===== src/rtl/tmds_pkg.sv =====
// Shared constants for the TMDS serializer: symbol width, control tokens and clock lane pattern.
package tmds_pkg;

  localparam int unsigned WORD_W = 10;

  localparam logic [WORD_W-1:0] CTRL_00 = 10'b1101010100;
  localparam logic [WORD_W-1:0] CTRL_01 = 10'b0010101011;
  localparam logic [WORD_W-1:0] CTRL_10 = 10'b0101010100;
  localparam logic [WORD_W-1:0] CTRL_11 = 10'b1010101011;

  localparam logic [WORD_W-1:0] CLK_PATTERN = 10'b0000011111;

  localparam logic [3:0] LAST_BIT = 4'(WORD_W - 1);
  // Two cycles ahead of reload: one for the encoder register, one for holding capture.
  localparam logic [3:0] LREQ_BIT = 4'(WORD_W - 3);

endpackage


===== src/rtl/tmds_lane_shifter.sv =====
// One TMDS data lane: 10-bit shift register, parallel load, LSB-first serial output.
module tmds_lane_shifter
  import tmds_pkg::*;
#(
  parameter logic [WORD_W-1:0] RESET_VAL = CTRL_00
) (
  input  logic              clock_me,
  input  logic              rst,
  input  logic              i_load,
  input  logic [WORD_W-1:0] i_word,
  output logic              o_bit
);

  logic [WORD_W-1:0] r_shreg;

  always_ff @(posedge clock_me or posedge rst) begin
    if (rst) begin
      r_shreg <= RESET_VAL;
    end else if (i_load) begin
      r_shreg <= i_word;
    end else begin
      r_shreg <= {1'b0, r_shreg[WORD_W-1:1]};
    end
  end

  assign o_bit = r_shreg[0];

endmodule


===== src/rtl/tmds_serializer.sv =====
// TMDS bit-clock serializer: holding register, three data lanes, clock lane and encoder pacing.
module tmds_serializer
  import tmds_pkg::*;
#(
  parameter logic [WORD_W-1:0] IDLE_TOKEN = CTRL_00
) (
  input  logic              clock_me,
  input  logic              rst,
  output logic              load_req,
  input  logic              in_valid,
  input  logic [WORD_W-1:0] d0,
  input  logic [WORD_W-1:0] d1,
  input  logic [WORD_W-1:0] d2,
  output logic [3:0]        ser_out,
  output logic              underrun,
  output logic              overrun,
  input  logic              flag_clr
);

  logic [3:0]                   r_bit_cnt;
  logic [3:0]                   w_bit_cnt_d;
  logic                         w_reload;
  logic [2:0][WORD_W-1:0]       r_hold;
  logic                         r_hold_full;
  logic [2:0][WORD_W-1:0]       w_din;
  logic                         r_load_req;
  logic                         r_underrun;
  logic                         r_overrun;
  logic                         w_underrun_set;
  logic                         w_overrun_set;
  logic [2:0]                   w_lane_bit;

  assign w_reload       = (r_bit_cnt == LAST_BIT);
  assign w_bit_cnt_d    = w_reload ? 4'd0 : r_bit_cnt + 4'd1;
  assign w_din          = {d2, d1, d0};
  assign w_underrun_set = w_reload & ~r_hold_full;
  // A reload in the same cycle frees the slot, so that capture is not an overrun.
  assign w_overrun_set  = in_valid & r_hold_full & ~w_reload;

  always_ff @(posedge clock_me or posedge rst) begin
    if (rst) begin
      r_bit_cnt   <= 4'd0;
      r_hold      <= '0;
      r_hold_full <= 1'b0;
      r_load_req  <= 1'b0;
      r_underrun  <= 1'b0;
      r_overrun   <= 1'b0;
    end else begin
      r_bit_cnt  <= w_bit_cnt_d;
      r_load_req <= (w_bit_cnt_d == LREQ_BIT);
      if (in_valid) begin
        r_hold      <= w_din;
        r_hold_full <= 1'b1;
      end else if (w_reload) begin
        r_hold_full <= 1'b0;
      end
      if (w_underrun_set) begin
        r_underrun <= 1'b1;
      end else if (flag_clr) begin
        r_underrun <= 1'b0;
      end
      if (w_overrun_set) begin
        r_overrun <= 1'b1;
      end else if (flag_clr) begin
        r_overrun <= 1'b0;
      end
    end
  end

  for (genvar i = 0; i < 3; i++) begin : g_lane
    tmds_lane_shifter #(
      .RESET_VAL (IDLE_TOKEN)
    ) u_lane (
      .clock_me (clock_me),
      .rst      (rst),
      .i_load   (w_reload),
      .i_word   (r_hold_full ? r_hold[i] : IDLE_TOKEN),
      .o_bit    (w_lane_bit[i])
    );
  end

  assign ser_out  = {CLK_PATTERN[r_bit_cnt], w_lane_bit};
  assign load_req = r_load_req;
  assign underrun = r_underrun;
  assign overrun  = r_overrun;

endmodule


===== config.mk =====
export PLATFORM = sky130hd
export DESIGN_NAME = tmds_serializer
export DESIGN_NICKNAME = d
export VERILOG_FILES = /design/src/rtl/tmds_pkg.sv /design/src/rtl/tmds_lane_shifter.sv /design/src/rtl/tmds_serializer.sv
export SDC_FILE = /design/constraint.sdc
export NUM_CORES = 1
export LEC_CHECK = 0
export CAP_MARGIN = 10
export CORE_MARGIN = 1
export CORE_UTILIZATION = 53
export DETAILED_ROUTE_END_ITERATION = 6
export PLACE_DENSITY = 0.79
export SYNTH_ARGS = -nofsm -noshare
export SYNTH_HDL_FRONTEND = slang
export SYNTH_SLANG_ARGS = --single-unit

===== constraint.sdc =====
create_clock -name clock_me -period 2.7 [get_ports clock_me]
set_clock_uncertainty 0.1 [all_clocks]
set_input_delay 0.54 -clock clock_me [delete_from_list [all_inputs] [get_ports clock_me]]
set_output_delay 0.54 -clock clock_me [all_outputs]
set_load 0.03 [all_outputs]

# Yosys cells after proc, flatten, opt, wreduce, memory -nomap -nowiden

Memory sizes are Yosys's and may differ from the RTL's.
Index checks and enable logic that the tools add are counted.

Multiply operators: 0
Reduce and logical (&&, ||, !) cells: 3
Muxes and demuxes: 13
Bitwise logic cells: 5
$add $sub $neg: 1
Shift-type cells: 0
Order comparisons: 1
Equality and inequality tests: 2
Divide/modulo/power cells: 0

Operator list:

| operator              | number |
|---|---|
| $mux W10              | 6 |
| $mux W1               | 6 |
| $reduce_bool A2 Y1    | 3 |
| $lt A4 B5 Y1 const B  | 1 |
| $add A4 B1 Y4 const B | 1 |
| $eq A4 B3 Y1 const B  | 1 |
| $eq A4 B4 Y1 const B  | 1 |
| $mux W4               | 1 |
| $and A1 B1 Y1         | 3 |
| $not A1 Y1            | 2 |

Bits in latches: 0
RAM bits: 0
Memories: 1
Bits in read-only memories: 16
Flip-flop bits (word level): 68
Output and inout port bits: 7

Memories:

| name             | depth | bits a word | read ports | clocked after Yosys merged registers in | write ports | RTL line              | text |
|---|---|---|---|---|---|---|---|
| (name not given) | 16    | 1           | 1          | 0                                       | 0           | tmds_serializer.sv:82 | `assign ser_out = {CLK_PATTERN[r_bit_cnt], w_lane_bit};` |

# Longest topological paths before layout

Word-level depth: 4
Gate-level depth with buffers: 5
Gate-level depth less buffers: 3

# By module

A second synthesis with hierarchy kept.

Cell total of the unflattened synthesis: 194
Area, all modules: 2917.8 µm²

Modules (own cells, without submodules):

| module            | area each (µm²) | cells an instance | instances |
|---|---|---|---|
| tmds_serializer   | 1675.4          | 128               | 1 |
| tmds_lane_shifter | 414.1           | 22                | 3 |

# Worst setup path before layout

No wires, ideal clock.

Kind: register to output
From: reg r_bit_cnt[1]
To: out ser_out[3]
Required time: 2.060 ns
Data arrival time: 0.946 ns
Setup slack: 1.114 ns
Path buffers: 0
Cell stages (with the launch flop): 4
Cell sequence: dfrtp_1 -> nor2_1 -> nor2_1 -> nor2_1

Cells in the longest elaborated chain, start to end: 2

Ends and longest elaborated chain:

| item                          | RTL line              | text |
|---|---|---|
| start, declared               | tmds_serializer.sv:20 | `logic [3:0] r_bit_cnt;` |
| start signal, assigned        | tmds_serializer.sv:49 | `r_bit_cnt <= w_bit_cnt_d;` |
| $mem_v2 Z16 W1                | -                     |  |
| $mux W1 (implied by the code) | tmds_serializer.sv:82 |  |
| end, declared                 | tmds_serializer.sv:14 | `output logic [3:0] ser_out,` |

No other way between the ends. The select of a mux whose other input is x is not followed.

# Final worst setup path

Ends and elaborated chain as after synthesis.

==> run summary <==
The transition time at the pin with the least slew margin was 0.982 ns. For this run, the leading register cell type out of synthesis is sky130_fd_sc_hd__dfrtp_1. The tools report the aggregate global-route resource usage as 18.1%. The cell type with the highest occurrence count on the critical path was sky130_fd_sc_hd__nor2_1. The logs give 0.378 mV for the peak supply drop and 34.5% for the headroom to the max-slew limit. Total length of routed wires: 4030 um. After floorplanning, the core was divided into 25 placement rows. The number of buffers and inverters on the critical path is 1.

The average size of a mapped cell works out to 11.8 sq um. Sequential cells were found to cover 63.9% of the synthesized design area. The kind of end point of the critical path is a primary output. The tools report the library cell used as clock root buffer as sky130_fd_sc_hd__clkbuf_8. The initial utilization of the core area, before any placement, comes to 55.9%. The run gives 300 as the net count reported at finish. Data arrives at the worst endpoint at 1.68 ns. The number of cells upsized or downsized after cts was 0.

The logs give 338 for the final cell count without fillers and 0 for the antenna cell count. The fraction of final layout cells with drive strength greater than 1 came out at 22.5%. Measured along the x axis, the die boundary spans 73.3 um.

The clock net in this run drives a total of 68 sinks. The area growth from synthesis to layout is 22.1%. Worst hold margin: 0.356 ns. Broken down by cell family, the worst path's largest delay share belongs to buffers and inverters. The logs give 0 for the global route total overflow and 7090 um for the global-route wire length before repair. The run gives 229 as the number of instances in the synthesized netlist. The run finished with clean final reports.

The final route contains 1,637 vias. Setup repair after global routing left no endpoint under its margin. During synthesis, Yosys emitted a total of 0 warnings. Measured on the finished design, the core utilization comes to 68.3%.

Counting the fill cells in the layout gives 373. At the end of routability-driven placement, the weighted congestion stood at 0.703. The die height works out to 73.3 um. The first TritonRoute pass finished after 4 iterations.

The cell with the largest stage delay on the worst path is sky130_fd_sc_hd__clkdlybuf4s50_1. The number of distinct library cell variants in the gate-level netlist after synthesis is 21, and the number of CTS-inserted buffers is 9. At the worst endpoint, the required time is 2.06 ns. In this run, the number of DRC markers left after iteration 0 of detailed routing was 115. The number of placed instances, taps included was 322. The detailed-route wire length per cell was 11.9 um. Cell leakage power: 1.43 nW.

The number of nets handed over by synthesis was 263. The combined area of all synthesized cells was 0.00269 sq mm. The final count of hold timing violations came out at 0. In this run the worst path has a maximum fanout of 7. The tools report the detailed-placement wirelength estimate as 2440 um. The initial antenna violation count is 0, and the count of max-cap constraint violations is 0.

Clock-pin slew was measured on the worst setup and hold paths at 0.06 ns. The kind of path behind the tightest hold check was reg2reg. Counting flops and latches in the post-synthesis netlist gives 68. The share of synthesized registers carrying an async set or reset is 100%, and the total setup violations reported at the end of the flow is 0.

The count of nets left with antenna violations once routing finished came out at 0. For this design the ratio of total power to cell area is 628 mW/mm^2. The number of synthesized flops with an enable pin works out to 0. The run gives 69 as the maximum number of pins on one net before global-route repair. The setup path with the least slack is of type reg2out. The number of max-slew violations in the final report was 0. The clock passes through at most 2 buffers. The critical path goes through nor2_1 -> nor2_1 -> nor2_1 -> clkdlybuf4s50_1. The final cycle utilization of the critical path works out to 86.1%. Per-cell via count in the routed design: 4.84.

In the routed design, unresolved DRC markers number 0. Once the clock tree was built, the setup fixing pass inserted 0 buffers. Static timing analysis puts the maximum clock frequency at 430 MHz. The floorplan step defined a core boundary enclosing 0.00482 sq mm. Setup total negative slack on the finished layout was measured at 0 ns. The count of input and output buffers is 40. Counting I/O delays and the setup requirement, the final critical path takes 2.32 ns. The via count of the first global-routing pass is 1,615.

The worst setup path is launched from a flip-flop. For this design the top-level I/O count stands at 41. The run gives 0.00537 sq mm as the area enclosed by the die boundary. In this run, post-CTS hold repair placed 0 buffers.

In this design, the stage delay of the slowest critical-path cell is 0.67 ns. TritonCTS built the clock tree. The run gives 0.33 ns as the clock network latency to the later pin of the worst-skew pair. CTS built an H-tree with a depth of 3.
worst reg2reg max path, stage by stage, from the launching register on:
cell                      delay [ns]
sky130_fd_sc_hd__dfrtp_1        0.99
sky130_fd_sc_hd__nor2b_1        0.24
sky130_fd_sc_hd__o21ai_1        0.07
through the flow:
| stage | setup slack (ns) | instance area (sq um) | power, W |
|---|---|---|---|
| final | 0.376 | 3290 | 0.00207 |
| after global placement | 0.709 | 3100 | 0.00131 |
| after global routing | 0.306 | 3290 | 0.00217 |
| after detailed placement | 0.698 | 3100 | 0.00131 |
| after floorplan | 0.373 | 2690 | 0.00123 |
| after CTS | 0.348 | 3290 | 0.00210 |
final timing paths:
check,startpoint,endpoint,slack (ns),depth (start not counted)
max,r_bit_cnt[1],ser_out[3],0.38,4
min,g_lane[0].u_lane.r_shreg[9],g_lane[0].u_lane.r_shreg[8],0.36,2
max reg2reg,r_hold_full,g_lane[2].u_lane.r_shreg[4],1.21,2
min reg2reg,g_lane[0].u_lane.r_shreg[9],g_lane[0].u_lane.r_shreg[8],0.36,2
max in group asynchronous,rst,g_lane[1].u_lane.r_shreg[8],1.66,3
min in group asynchronous,rst,r_hold[25],0.51,3
cells in the mapped netlist, types with 2 or more instances:
cell / instances / share of area [%]
sky130_fd_sc_hd__buf_4: 6 / 1.7
sky130_fd_sc_hd__o21ai_1: 27 / 5.0
sky130_fd_sc_hd__nor2_1: 5 / 0.70
sky130_fd_sc_hd__a21oi_1: 3 / 0.56
sky130_fd_sc_hd__nor2b_1: 13 / 3.0
sky130_fd_sc_hd__clkbuf_1: 3 / 0.42
sky130_fd_sc_hd__o21ai_0: 6 / 1.1
sky130_fd_sc_hd__dfstp_2: 15 / 15
sky130_fd_sc_hd__nand2b_1: 2 / 0.46
sky130_fd_sc_hd__nand2_1: 47 / 6.5
sky130_fd_sc_hd__buf_6: 4 / 1.7
sky130_fd_sc_hd__inv_1: 8 / 1.1
sky130_fd_sc_hd__buf_2: 4 / 0.74
sky130_fd_sc_hd__mux2_2: 27 / 11
sky130_fd_sc_hd__dfrtp_1: 53 / 49
layer usage:
layer | GRT usage [%] | vias to the layer above | part of all wire [%]
met2 | 26.3 | 28 | 47
li1 | - | 818 | -
met1 | 24.3 | 781 | 47
met4 | 12.2 | 0 | 2.5
met3 | 4.53 | 10 | 3.5
met5 | 0 | - | 0
where the power goes:
part	internal (W)	leakage, nW	total [W]	switching [W]
Clock	0.000433	0.0997	0.000773	0.000339
Combinational	0.000112	0.515	0.000193	0.0000811
Sequential	0.00108	0.815	0.00110	0.0000234
Total	0.00162	1.43	0.00207	0.000444
cells by family after synthesis:
group | share of synthesized area (%)
flops | 63.9
compound gates | 7.57
simple gates | 11.3
xor+xnor | 0.325
mux | 11.3
buf+inv | 5.62
cell usage in the layout (no fill, tap or decap), drive strengths merged:
cell / instances
dfrtp: 53
nor2b: 13
dfstp: 15
a21oi: 3
nor2: 5
o21ai: 33
xnor2: 1
inv: 8
nand2b: 2
clkbuf: 15
mux2: 27
nand4bb: 1
clkdlybuf4s50: 40
clkinv: 1
nand3: 1
a21o: 1
nand2: 47
buf: 3
a221o: 1
o22ai: 1
sequential cells by signal, summed over array words and instances (netlist names):
signal / flops
g_lane.u_lane.r_shreg: 30
load_req: 1
overrun: 1
r_bit_cnt: 4
r_hold: 30
r_hold_full: 1
underrun: 1
cell type report:
cell class | instances | area (sq um) | area share (%)
clock buffers | 15 | 186 | 5.67
inverters | 8 | 30.0 | 0.913
multi-input cells | 136 | 827 | 25.2
repair buffers | 43 | 435 | 13.2
flip-flops and latches | 68 | 1720 | 52.3
clock inverters | 1 | 5.00 | 0.152
well taps | 67 | 83.8 | 2.55
Power figures use the tool's default switching activity.
==> patch 1 (same flow settings) <==
Set the package constant `WORD_W` to 11 (it was 10).
--- a/src/rtl/tmds_pkg.sv
+++ b/src/rtl/tmds_pkg.sv
@@ -3,3 +3,3 @@
 
-  localparam int unsigned WORD_W = 10;
+  localparam int unsigned WORD_W = 11;
 
Ports: changed (resized d0, d1 and d2); port bits go from 41 to 44. The function was not compared with the original's and may differ.
==> patch 1 against the original RTL <==
- sequential share of layout area is 1.1 points higher
- clock power increased by 3.5%
- routed wire length rose by 16%
- area after synthesis increased by 6.8%
- sequential cell count rose by 6
- power increased by 6.6%
- critical path depth stayed put
- setup slack worse by 18 ps
- cell area increased by 6.5%
- critical path type unchanged
- critical endpoint unchanged
- largest power group unchanged
==> patch 1: results (changes against the original RTL) <==
[status]
status=completed

[global_routing]
grt_usage_pct=19.7  ; +1.6 points
grt_pass1_wl_um=8080  ; +14%
use_met2_pct=31.4  ; +5.1 points
use_met3_pct=4.10  ; -0.43 points
grt_max_degree=75  ; +8.7%
grtUsageMet1_pct=25.2  ; +0.95 points

[worst_hold_path]
hold_end=g_lane[1].u_lane.r_shreg[0]
min-delay-start=g_lane[1].u_lane.r_shreg[1]

[worst_setup_path]
arrival_ps=1700  ; +20 ps
r2r_slack_ps=1070  ; -140 ps
r2r_end=g_lane[1].u_lane.r_shreg[2]

[detailed_routing]
wl_met3_um=155  ; +8.4%
met2WireLength_um=2210  ; +16%
drtIter0Drc=118  ; +2.6%

[synth]
ys_seq_area_share_pct=65.0  ; +1.1 points
synthTopCellsByArea=dfrtp_1, dfstp_2, mux2_2
synth_compound_area_share_pct=7.22  ; -0.35 points
synth-xor-area-share_pct=0.304  ; -0.021 points
synthMuxAreaShare_pct=7.04  ; -4.2 points

[layout]
stdcell_count=371  ; +9.8%

[sta]
fmax_mhz=427  ; -0.78%
slew_headroom_pct=47.7  ; +13 points

[pwr]
worst_ir_drop_vdd_v=0.000442  ; +17%
p_leak_nw=1.60  ; +12%

[placement]
pre_cts_ws_ps=712  ; +14.1 ps
globalplace.congestion=0.688  ; -2.2%
io_buffers=43  ; +7.5%

[clock_network]
clk_pin_slew_ps=80  ; +20 ps

## patch 1: cell types whose count changed after synthesis, moves of 4 or more
| cell | before | now |
|---|---|---|
| nor2_1 | 5 | 19 |
| mux2_2 | 27 | 18 |
| clkbuf_1 | 3 | 7 |
| nand3_1 | 1 | 16 |
| dfrtp_1 | 53 | 59 |
| o21ai_1 | 27 | 0 |
| inv_1 | 8 | 19 |
| nor2b_1 | 13 | 1 |
| o21ai_0 | 6 | 18 |
| a31oi_1 | 0 | 15 |
## patch 1: layout make-up
type / count / area (um2)
timing repair buffer: 47 / 468
fill: 400 / 1670
clock inverter: 2 / 10.0
sequential: 74 / 1870
clock buffer: 14 / 183
inverter: 19 / 71.3
tap: 70 / 87.6
multi-input combinational: 145 / 813
## patch 1: power by group
group          leakage (nW)  internal [mW]  switching, mW
Sequential            0.869           1.19         0.0260
Combinational         0.633          0.101         0.0872
Clock                 0.102          0.432          0.368
==> patch 2 (same flow settings) <==
Made on the original files. Remove the register `r_load_req`: a continuous assignment takes its place, so the output `load_req` follows one clock earlier.
--- a/src/rtl/tmds_serializer.sv
+++ b/src/rtl/tmds_serializer.sv
@@ -44,3 +44,2 @@
       r_hold_full <= 1'b0;
-      r_load_req  <= 1'b0;
       r_underrun  <= 1'b0;
@@ -49,3 +48,2 @@
       r_bit_cnt  <= w_bit_cnt_d;
-      r_load_req <= (w_bit_cnt_d == LREQ_BIT);
       if (in_valid) begin
@@ -68,2 +66,4 @@
   end
+
+  assign r_load_req = (w_bit_cnt_d == LREQ_BIT);
 
Behaviour: not the same (Yosys sat finds a counterexample within 10 cycles, from zero or initial values and one cycle with rst high).
==> patch 2 against the original RTL <==
- power down 1.8%
- non-clock buffer count up 1
- setup slack worse by 20 ps
- routed wire length up 2.2%
- largest power group unchanged
- sequential share of layout area down 0.37 points
- largest cell class unchanged
- first-iteration DRC count up 56%
- highest routed layer unchanged
- sequential cell count down 1
- die area down 0.91%
- cell area down 0.76%
- area after synthesis down 0.93%
- synthesized cell count down 0.44%
==> patch 2: results (changes against the original RTL) <==
[detailed_routing]
drt-pass1-iter-count=4  ; unchanged
num_vias=1667  ; +1.8%
wl_met3_um=151  ; +5.6%
met2WireLength_um=1900  ; unchanged
post_drt_wl_per_cell_um=12.2  ; +2.2%
drtIter0Drc=179  ; +56%
wl_met1_um=1990  ; +5.9%

[placement]
hpwlAfterDp_um=2530  ; +3.5%
place_area_mm2=0.00308  ; -0.57%
pre_cts_ws_ps=688  ; -10.5 ps
dp_cells=322  ; unchanged
io_buffers=40  ; unchanged
globalplace.congestion=0.780  ; +11%

[clock_network]
cts_buffer_depth=2  ; unchanged
clk_pin_slew_ps=70
cts_resized=0  ; unchanged
cts_root_buffer=clkbuf_8
cts_htree_levels=3  ; unchanged
postCtsSetupBuffers=0  ; unchanged
numCtsBuffers=9  ; unchanged

[global_routing]
grt_usage_pct=18.4  ; +0.23 points
grt_antenna_before_repair=0  ; unchanged
use_met3_pct=4.97  ; +0.45 points
grtUsageMet1_pct=23.8  ; -0.44 points
grt_max_degree=68  ; -1.4%
use_met2_pct=28.5  ; +2.1 points
grt_pass1_wl_um=7160  ; +0.97%
first_global_vias=1627  ; +0.74%

[layout]
n_antenna_cell=0  ; unchanged
drive_gt1_share_pct=22.5  ; unchanged
nNetsFinal=300  ; unchanged

[pwr]
seq_power_share_pct=53.5  ; +0.3 points
clock_net_power_mw=0.749  ; -3.1%
report.power.total_mw=2.03  ; -1.8%
p_leak_nw=1.41  ; -1.3%
worst_ir_drop_vdd_v=0.000400  ; +5.8%
power.share.switching_pct=21.9  ; +0.43 points

[synth]
ys_async_sr_fraction_pct=100  ; unchanged
ys_seq_area_share_pct=63.5  ; -0.34 points
ys_warn_count=0  ; unchanged
syn_nets=262  ; -0.38%
yosys-top-cells-count=dfrtp_1, nand2_1, mux2_2, o21ai_1, dfstp_2
synthTopCellsByArea=dfrtp_1, dfstp_2, mux2_2
syn_inst=228  ; -0.44%

[worst_setup_path]
setup.worst_path.start=r_bit_cnt[0]
critPathSlowestCell=clkdlybuf4s50_1
path_max_fanout=6  ; -1
reg2reg_from=r_bit_cnt[2]
arrival_ps=1700  ; +20 ps
max_stage_delay_ps=670  ; about the same

[status]
status=completed

[sta]
tightest_slew_ps=961  ; -21.4 ps

[worst_hold_path]
min-delay-start=g_lane[1].u_lane.r_shreg[9]

patch 2: final cells by class:
type	instances	area [um2]
Clock buffer	15	176
Clock inverter	1	7.51
Fill cell	378	1520
Inverter	8	30.0
Multi-Input combinational cell	136	827
Sequential cell	67	1700
Tap cell	67	83.8
Timing Repair Buffer	44	443
patch 2: final timing paths:
| kind | slack [ps] | cells after the start | endpoint |
|---|---|---|---|
| setup / recovery | 360 | 4 | load_req |
| hold / removal | 350 | 2 | g_lane[1].u_lane.r_shreg[8] |
| setup reg to reg | 730 | 4 | g_lane[1].u_lane.r_shreg[7] |
| hold reg to reg | 350 | 2 | g_lane[1].u_lane.r_shreg[8] |
| max in group asynchronous | 1680 | 3 | g_lane[2].u_lane.r_shreg[9] |
| min in group asynchronous | 510 | 3 | r_hold[26] |
patch 2: cells by family after synthesis:
logic type                share of synthesized area (%)
and+or+nand+nor                                    11.4
DFF                                                63.5
AOI/OAI and AO/OA                                  7.64
muxes                                              11.4
buffers and inverters                              5.67
xor gates and xnor gates                          0.328
